**src/rtl/matrix_scalar_result_collector.sv**
```systemverilog
// Result collector: absorbs a non-backpressured multiplier stream into a FIFO,
// tags each head element with its (row, col) matrix position and re-emits it on valid/ready.
module matrix_scalar_result_collector #(
  parameter int DATA_W     = 32,
  parameter int ROWS       = 4,
  parameter int COLS       = 4,
  parameter int FIFO_DEPTH = 8,
  localparam int AW        = $clog2(FIFO_DEPTH),
  localparam int LW        = AW + 1,
  localparam int RW        = (ROWS > 1) ? $clog2(ROWS) : 1,
  localparam int CW        = (COLS > 1) ? $clog2(COLS) : 1
) (
  input  logic              clk,
  input  logic              rst,
  input  logic              clear,
  input  logic              in_valid,
  input  logic [DATA_W-1:0] in_data,
  output logic              almost_full,
  output logic              overflow,
  output logic              out_valid,
  input  logic              out_ready,
  output logic [DATA_W-1:0] out_data,
  output logic [RW-1:0]     out_row,
  output logic [CW-1:0]     out_col,
  output logic              out_last_col,
  output logic              out_last,
  output logic [LW-1:0]     level,
  output logic [15:0]       matrix_count
);

  logic [DATA_W-1:0] mem_q [FIFO_DEPTH];
  logic [AW-1:0]     wr_ptr_q, wr_ptr_d, rd_ptr_q, rd_ptr_d;
  logic [LW-1:0]     level_q, level_d;
  logic [RW-1:0]     row_q, row_d;
  logic [CW-1:0]     col_q, col_d;
  logic [15:0]       mcount_q, mcount_d;
  logic              ovf_q, ovf_d;

  logic full, push, pop, drop, at_last_col, at_last_row;

  assign out_valid   = (level_q != '0);
  assign full        = (level_q == LW'(FIFO_DEPTH));
  assign pop         = out_valid && out_ready;
  // A full FIFO only accepts when the head leaves in the same cycle.
  assign push        = in_valid && (!full || pop);
  assign drop        = in_valid && !push;
  assign at_last_col = (col_q == CW'(COLS - 1));
  assign at_last_row = (row_q == RW'(ROWS - 1));

  always_comb begin
    wr_ptr_d = wr_ptr_q;
    rd_ptr_d = rd_ptr_q;
    level_d  = level_q;
    row_d    = row_q;
    col_d    = col_q;
    mcount_d = mcount_q;
    ovf_d    = ovf_q;
    if (clear) begin
      wr_ptr_d = '0;
      rd_ptr_d = '0;
      level_d  = '0;
      row_d    = '0;
      col_d    = '0;
      ovf_d    = 1'b0;
    end else begin
      if (push) wr_ptr_d = wr_ptr_q + AW'(1);
      if (pop)  rd_ptr_d = rd_ptr_q + AW'(1);
      if (push && !pop)      level_d = level_q + LW'(1);
      else if (pop && !push) level_d = level_q - LW'(1);
      if (drop) ovf_d = 1'b1;
      if (pop) begin
        if (at_last_col) begin
          col_d = '0;
          if (at_last_row) begin
            row_d    = '0;
            mcount_d = mcount_q + 16'd1;
          end else begin
            row_d = row_q + RW'(1);
          end
        end else begin
          col_d = col_q + CW'(1);
        end
      end
    end
  end

  always_ff @(posedge clk) begin
    if (rst) begin
      wr_ptr_q <= '0;
      rd_ptr_q <= '0;
      level_q  <= '0;
      row_q    <= '0;
      col_q    <= '0;
      mcount_q <= '0;
      ovf_q    <= 1'b0;
    end else begin
      wr_ptr_q <= wr_ptr_d;
      rd_ptr_q <= rd_ptr_d;
      level_q  <= level_d;
      row_q    <= row_d;
      col_q    <= col_d;
      mcount_q <= mcount_d;
      ovf_q    <= ovf_d;
    end
  end

  // Storage needs no reset: out_data is gated while the FIFO is empty.
  always_ff @(posedge clk) begin
    if (!rst && !clear && push) mem_q[wr_ptr_q] <= in_data;
  end

  assign out_data     = out_valid ? mem_q[rd_ptr_q] : '0;
  assign out_row      = row_q;
  assign out_col      = col_q;
  assign out_last_col = out_valid && at_last_col;
  assign out_last     = out_valid && at_last_col && at_last_row;
  assign level        = level_q;
  assign almost_full  = (level_q >= LW'(FIFO_DEPTH - 1));
  assign overflow     = ovf_q;
  assign matrix_count = mcount_q;

endmodule

```
**config.mk**
```make
export PLATFORM = sky130hd
export DESIGN_NAME = matrix_scalar_result_collector
export DESIGN_NICKNAME = d
export VERILOG_FILES = /design/src/rtl/matrix_scalar_result_collector.sv
export SDC_FILE = /design/constraint.sdc
export NUM_CORES = 1
export LEC_CHECK = 0
export CORE_AREA = 2 2 198 200
export CTS_CLUSTER_DIAMETER = 200
export DETAILED_ROUTE_END_ITERATION = 16
export DIE_AREA = 0 0 200 202
export PLACE_DENSITY = 0.55
export SLEW_MARGIN = 0
export SYNTH_ARGS = -nofsm -noshare
export SYNTH_HDL_FRONTEND = slang
export SYNTH_SLANG_ARGS = --single-unit
```
**constraint.sdc**
```tcl
create_clock -name clk -period 9.6 [get_ports clk]
set_input_delay 1.92 -clock clk [delete_from_list [all_inputs] [get_ports clk]]
set_output_delay 1.92 -clock clk [all_outputs]
set_load 0.02 [all_outputs]
```
==> results_dict.tcl, run 1 <==
set metrics [dict create \
    peakVddDrop_mv 0.1670 \
    die-area_um2 40400 \
    tightestPinTransition_ns 1.028 \
    antenna_found_initial 0 \
    ys.flop_type "edfxtp_1" \
    grt_pass1_vias 5998 \
    place.port_buffers 97 \
    synth_nets 642 \
    cts-root-buf "clkbuf_16" \
    maxSlewHeadroom_pct 31.48 \
    grt_pass1_wl_um 36880 \
    p_leak_uw 0.004286 \
    synth-xor-area-share_pct 0.7746 \
    cts_resized 0 \
    finalSetupViolCount 0 \
    n_antenna_cell 0 \
    crit_path_end_kind "output pin" \
    cts_max_level 2 \
    yosysWarnings 0 \
    dieHeight_um 202 \
    synth_top_family_by_area "multiplexers" \
    drc 0 \
    postCtsSetupBuffers 0 \
    holdPathStages 2 \
    synth-seq-cells 290 \
    clock_path_buffers 3 \
    power_uw 2913 \
    firstDrtPassIters 4 \
    synth.distinct_cells 38 \
    status "complete, no violations" \
    synth_cells 596 \
    max-cap-violations 0 \
    fin_setup_tns_ns 0 \
    drtIter0Drc 327 \
    finalCriticalPeriod_ns 5.405 \
    worst_setup_path_start_kind "register" \
    clock_latency_ns 0.52 \
    period_share_pct 56.30 \
    cts_hold_buf 0 \
    syn_to_final_growth_pct 24.21 \
    num-nets-final 758 \
    cp_max_fo 44 \
    synth_edf_count 256 \
    dp_slack_ns 4.614 \
    grt_max_degree 65 \
    ys_seq_area_share_pct 74.01 \
    rsz0062_at_grt "false" \
    fin_ws_ns 4.195 \
    initial_core_util_pct 29.53 \
    grt_usage_pct 12.35 \
    synthArstFlopShare_pct 0 \
    grt_overflow 0 \
    dp_cells 1194 \
    fmaxAchievable_ghz 0.1850 \
    numCtsBuffers 34 \
    syn_area_um2 11310 \
    path_clk_slew_ns 0.06 \
    stdcell_count 1254 \
    wl_um 24490 \
    via_per_inst 4.573 \
    skew_ns 0.02071 \
    synth_compound_area_share_pct 1.870 \
    cp.arrival_ns 3.48 \
    drv_slew 0 \
    worstSetupPathType "register to output pin" \
    num_rows 72 \
    syn_area_per_cell_um2 18.97 \
    dp_hpwl_um 13320 \
    synth-simple-area-share_pct 5.112 \
    detail-route-antenna-nets 0 \
    cts.sinks 290 \
    layout_common_cells "edfxtp_1 (256), clkdlybuf4s50_1 (97), mux4_2 (64)" \
    die_w_um 200 \
    final-hold-violation-count 0 \
    cts_tree "yes" \
    hold_class "register to register" \
    reg2reg_depth 11 \
    required_ns 7.68 \
    coreArea_um2 38290 \
    final_common_cell "edfxtp_1" \
    drive_above_1_share_pct 19.02 \
    io_pins 98 \
    gp_congestion 0.6936 \
    wl_per_cell_um 19.53 \
    vias 5735 \
    power_density_nw_per_um2 207.4 \
    post_synth_fa_ha_maj_area_fraction_pct 1.062 \
    synthMuxAreaShare_pct 15.85 \
]
==> cells by family after synthesis <==
group                      after synthesis
and+or+nand+nor                        117
xor gates and xnor gates                10
buffers and inverters                   36
adders and majority gates                9
muxes                                   99
DFF                                    290
AOI/OAI and AO/OA                       35
==> worst max-delay path: stages (launching register included) <==
cell             delay, ns
dfxtp_4               0.63
buf_4                 0.81
mux4_2                0.59
mux2i_1               0.30
nor2_1                0.07
clkdlybuf4s50_1       0.56
==> state kept, by name, indices dropped and copies added (netlist names), named ones only <==
name	flops
rd_ptr_q	3
out_row	2
out_col	2
matrix_count	16
wr_ptr_q	3
level	4
mem_q	256
overflow	1
==> through the flow <==
step | utilization [%] | hold slack (ns) | instance area, um^2
2_1_floorplan | - | 0.4541 | 11310
3_3_place_gp | 33.83 | 0.4552 | 12950
3_5_place_dp | 33.83 | 0.4673 | 12950
4_1_cts | 36.68 | 0.4757 | 14040
5_1_grt | 36.68 | 0.4917 | 14040
6_report | 36.68 | 0.4722 | 14040
==> worst paths after layout <==
path                             startpoint           to  slack, ns
worst min register to register  rd_ptr_q[1]     register       0.47
worst max-delay path               register  out_data[2]       4.20
worst max register to register     level[0]     level[3]       6.44
worst min-delay path            rd_ptr_q[1]     register       0.47
==> power breakdown <==
part / switching (uW) / internal (uW)
Clock: 485 / 761
Combinational: 152 / 121
Sequential: 13.5 / 1380
Total: 650 / 2260
==> layer usage <==
layer	GRT usage (%)	share of wire [%]	vias to the layer above
li1	-	-	2634
met1	16.36	45	2943
met2	20.18	48	120
met3	2.903	5.1	38
met4	3.651	2.1	0
met5	0	0	-
==> layout make-up <==
type,count,area [um^2]
timing repair buffer,110,1069
clock buffer,46,927.1
tap,518,648.1
clock inverter,14,165.2
sequential,290,8377
multi-input combinational,270,2836
fill,3581,24240
inverter,6,22.52
==> synth_stat cells (2+ instances only) <==
cell	number	share of area [%]
nor3_1	5	0.22
nor2_1	53	1.8
a21oi_1	18	0.80
inv_1	6	0.20
nand4_1	3	0.17
and3_1	2	0.11
edfxtp_1	256	68
buf_2	9	0.40
or4_1	6	0.40
nand2b_1	3	0.17
o21ai_0	6	0.27
xor2_1	7	0.54
nand3_1	12	0.53
xnor2_1	3	0.23
ha_1	8	0.89
nor4_1	2	0.11
dfxtp_1	34	6.0
or3_1	8	0.44
buf_1	6	0.20
a31o_2	2	0.15
nand2_1	15	0.50
clkbuf_1	14	0.46
and4b_1	2	0.18
mux2i_1	35	3.1
mux4_2	64	13
o31ai_1	4	0.27
o21a_1	2	0.13
Power figures use the tool's default switching activity.
==> run 2: changes to the inputs <==
clock period = 5.2 ns   (was 9.6 ns; I/O delays follow)
==> run 2 against run 1 <==
Global-route usage is 0.68 points lower. Largest cell class unchanged. Clock power rose by 70%. Flip-flop and latch count did not move. Critical path type unchanged. Highest routed layer is now met5.
==> results_dict.tcl, run 2 (same netlist as run 1, synthesis figures left out) <==
set metrics [dict create \
    status "complete, no violations" \
    grt_max_degree 65 \
    gp_congestion 0.7098 \
    final_common_cell "edfxtp_1" \
    fmaxAchievable_ghz 0.2422 \
    clock_latency_ns 0.57 \
    finalCriticalPeriod_ns 4.129 \
    max-cap-violations 0 \
    io_pins 98 \
    drc 0 \
    initial_core_util_pct 29.53 \
    peakVddDrop_mv 0.2597 \
    firstDrtPassIters 4 \
    grt_usage_pct 11.66 \
    detail-route-antenna-nets 0 \
    die_w_um 200 \
    cts_resized 0 \
    finalSetupViolCount 0 \
    numCtsBuffers 30 \
    wl_per_cell_um 18.77 \
    holdPathStages 2 \
    required_ns 4.16 \
    place.port_buffers 97 \
    num-nets-final 760 \
    coreArea_um2 38290 \
    syn_to_final_growth_pct 24.09 \
    cts-root-buf "clkbuf_16" \
    cts_max_level 1 \
    vias 5776 \
    cts.sinks 290 \
    cts_hold_buf 0 \
    stdcell_count 1256 \
    crit_buf_inv 2 \
    hold_ws_ns 0.4681 \
    postCtsSetupBuffers 0 \
    worst_setup_path_start_kind "register" \
    maxSlewHeadroom_pct 32.93 \
    final-hold-violation-count 0 \
    crit_path_end_kind "output pin" \
    num_rows 72 \
    reg2reg_depth 11 \
    cp_top_family "buffers and inverters" \
    hold_class "register to register" \
    p_leak_uw 0.004274 \
    grt_pass1_wl_um 36090 \
    r2r_end "level[3]" \
    path_clk_slew_ns 0.06 \
    dp_hpwl_um 14910 \
    via_per_inst 4.599 \
    cts_tree "yes" \
    grt_pass1_vias 6060 \
    n_antenna_cell 0 \
    wl_um 23580 \
    largest_register_ffs 256 \
    rsz0062_at_grt "false" \
    r2r_start "level[0]" \
    fin_setup_tns_ns 0 \
    worstSetupPathType "register to output pin" \
    r2r_slack_ns 2.29 \
    cpPeakStageDelay_ns 0.66 \
    slowest_stage "dfxtp_4" \
    drive_above_1_share_pct 19.11 \
    cp_cell_sequence "buf_4 > mux4_2 > mux2i_1 > nor2_1 > clkdlybuf4s50_1" \
    hold_path.startpoint "rd_ptr_q[1]" \
    drtIter0Drc 273 \
    period_share_pct 79.40 \
    grt_overflow 0 \
    clock_path_buffers 3 \
    dp_cells 1200 \
    die-area_um2 40400 \
    dieHeight_um 202 \
    skew_ns 0.04411 \
    drv_slew 0 \
    tightestPinTransition_ns 1.006 \
    cp_max_fo 22 \
    cp.arrival_ns 3.09 \
    antenna_found_initial 1 \
    power_density_nw_per_um2 370.3 \
    layout_common_cells "edfxtp_1 (256), clkdlybuf4s50_1 (97), mux4_2 (64)" \
    regMostFlops "mem_q" \
]
run 2: cell types whose count changed in the layout (fill, tap and decap cells not counted):
cell	previous run	this run
buf_4	13	17
clkbuf_16	35	30
nor4_2	2	0
clkinvlp_2	0	1
nor4_4	1	3
clkinvlp_4	1	0
clkinv_8	2	0
buf_12	0	2
clkbuf_1	10	6
clkinv_4	0	1
clkinv_16	0	1
clkinv_1	4	9
bufinv_16	3	4
clkbuf_8	1	0
run 2: how the worst max path moves through the flow:
stage | start | endpoint | slack, ns | depth (start not counted)
floorplan | out_ready | mem_q[3][0] | 0.83 | 5
global placement | out_ready | mem_q[6][26] | 1.46 | 6
detailed placement | out_ready | mem_q[6][28] | 1.41 | 6
CTS | register | out_data[0] | 1.03 | 5
global route | register | out_data[0] | 0.92 | 5
finish | register | out_data[0] | 1.07 | 5
run 2: layout make-up:
| class | instances | area [um^2] |
|---|---|---|
| clock inverter | 20 | 217.7 |
| timing repair buffer | 116 | 1139 |
| tap | 518 | 648.1 |
| clock buffer | 36 | 773.2 |
| multi-input combinational | 270 | 2854 |
| fill | 3567 | 24260 |
| inverter | 6 | 22.52 |
| sequential | 290 | 8377 |
run 2: where the power goes:
part / total (uW) / switching (uW) / internal, uW
combinational: 501 / 270 / 231
clock: 2120 / 862 / 1260
sequential: 2570 / 25.8 / 2550
total: 5200 / 1160 / 4040
run 2: worst register-to-register path: cells and delay by family (launching register included):
| family | cells | cell delay (ns) |
|---|---|---|
| AND/OR/NAND/NOR | 2 | 0.55 |
| AO/OA/AOI/OAI | 4 | 0.75 |
| buffers and inverters | 3 | 0.57 |
| flip-flops | 1 | 0.43 |
| adder cells (fa/ha/maj) | 2 | 0.54 |
run 2: per-stage QoR:
stage | setup slack, ns | total power [uW] | utilization (%) | instance area, um^2
4_1_cts | 1.033 | 5276 | 36.65 | 14030
6_report | 1.071 | 5196 | 36.65 | 14030
5_1_grt | 0.9174 | 5396 | 36.65 | 14030
3_5_place_dp | 1.409 | 3140 | 34.06 | 13040
2_1_floorplan | 0.8276 | 2889 | - | 11320
3_3_place_gp | 1.458 | 3139 | 34.06 | 13040
run 2: metal layers:
layer | track usage, % | routed length (um) | up-vias | part of all wire, %
met5 | 0 | 13 | - | 0.055
met2 | 20.13 | 11830 | 120 | 50
met3 | 2.119 | 978 | 29 | 4.1
met1 | 15.44 | 10410 | 2988 | 44
met4 | 2.169 | 345 | 2 | 1.5
li1 | - | - | 2637 | -
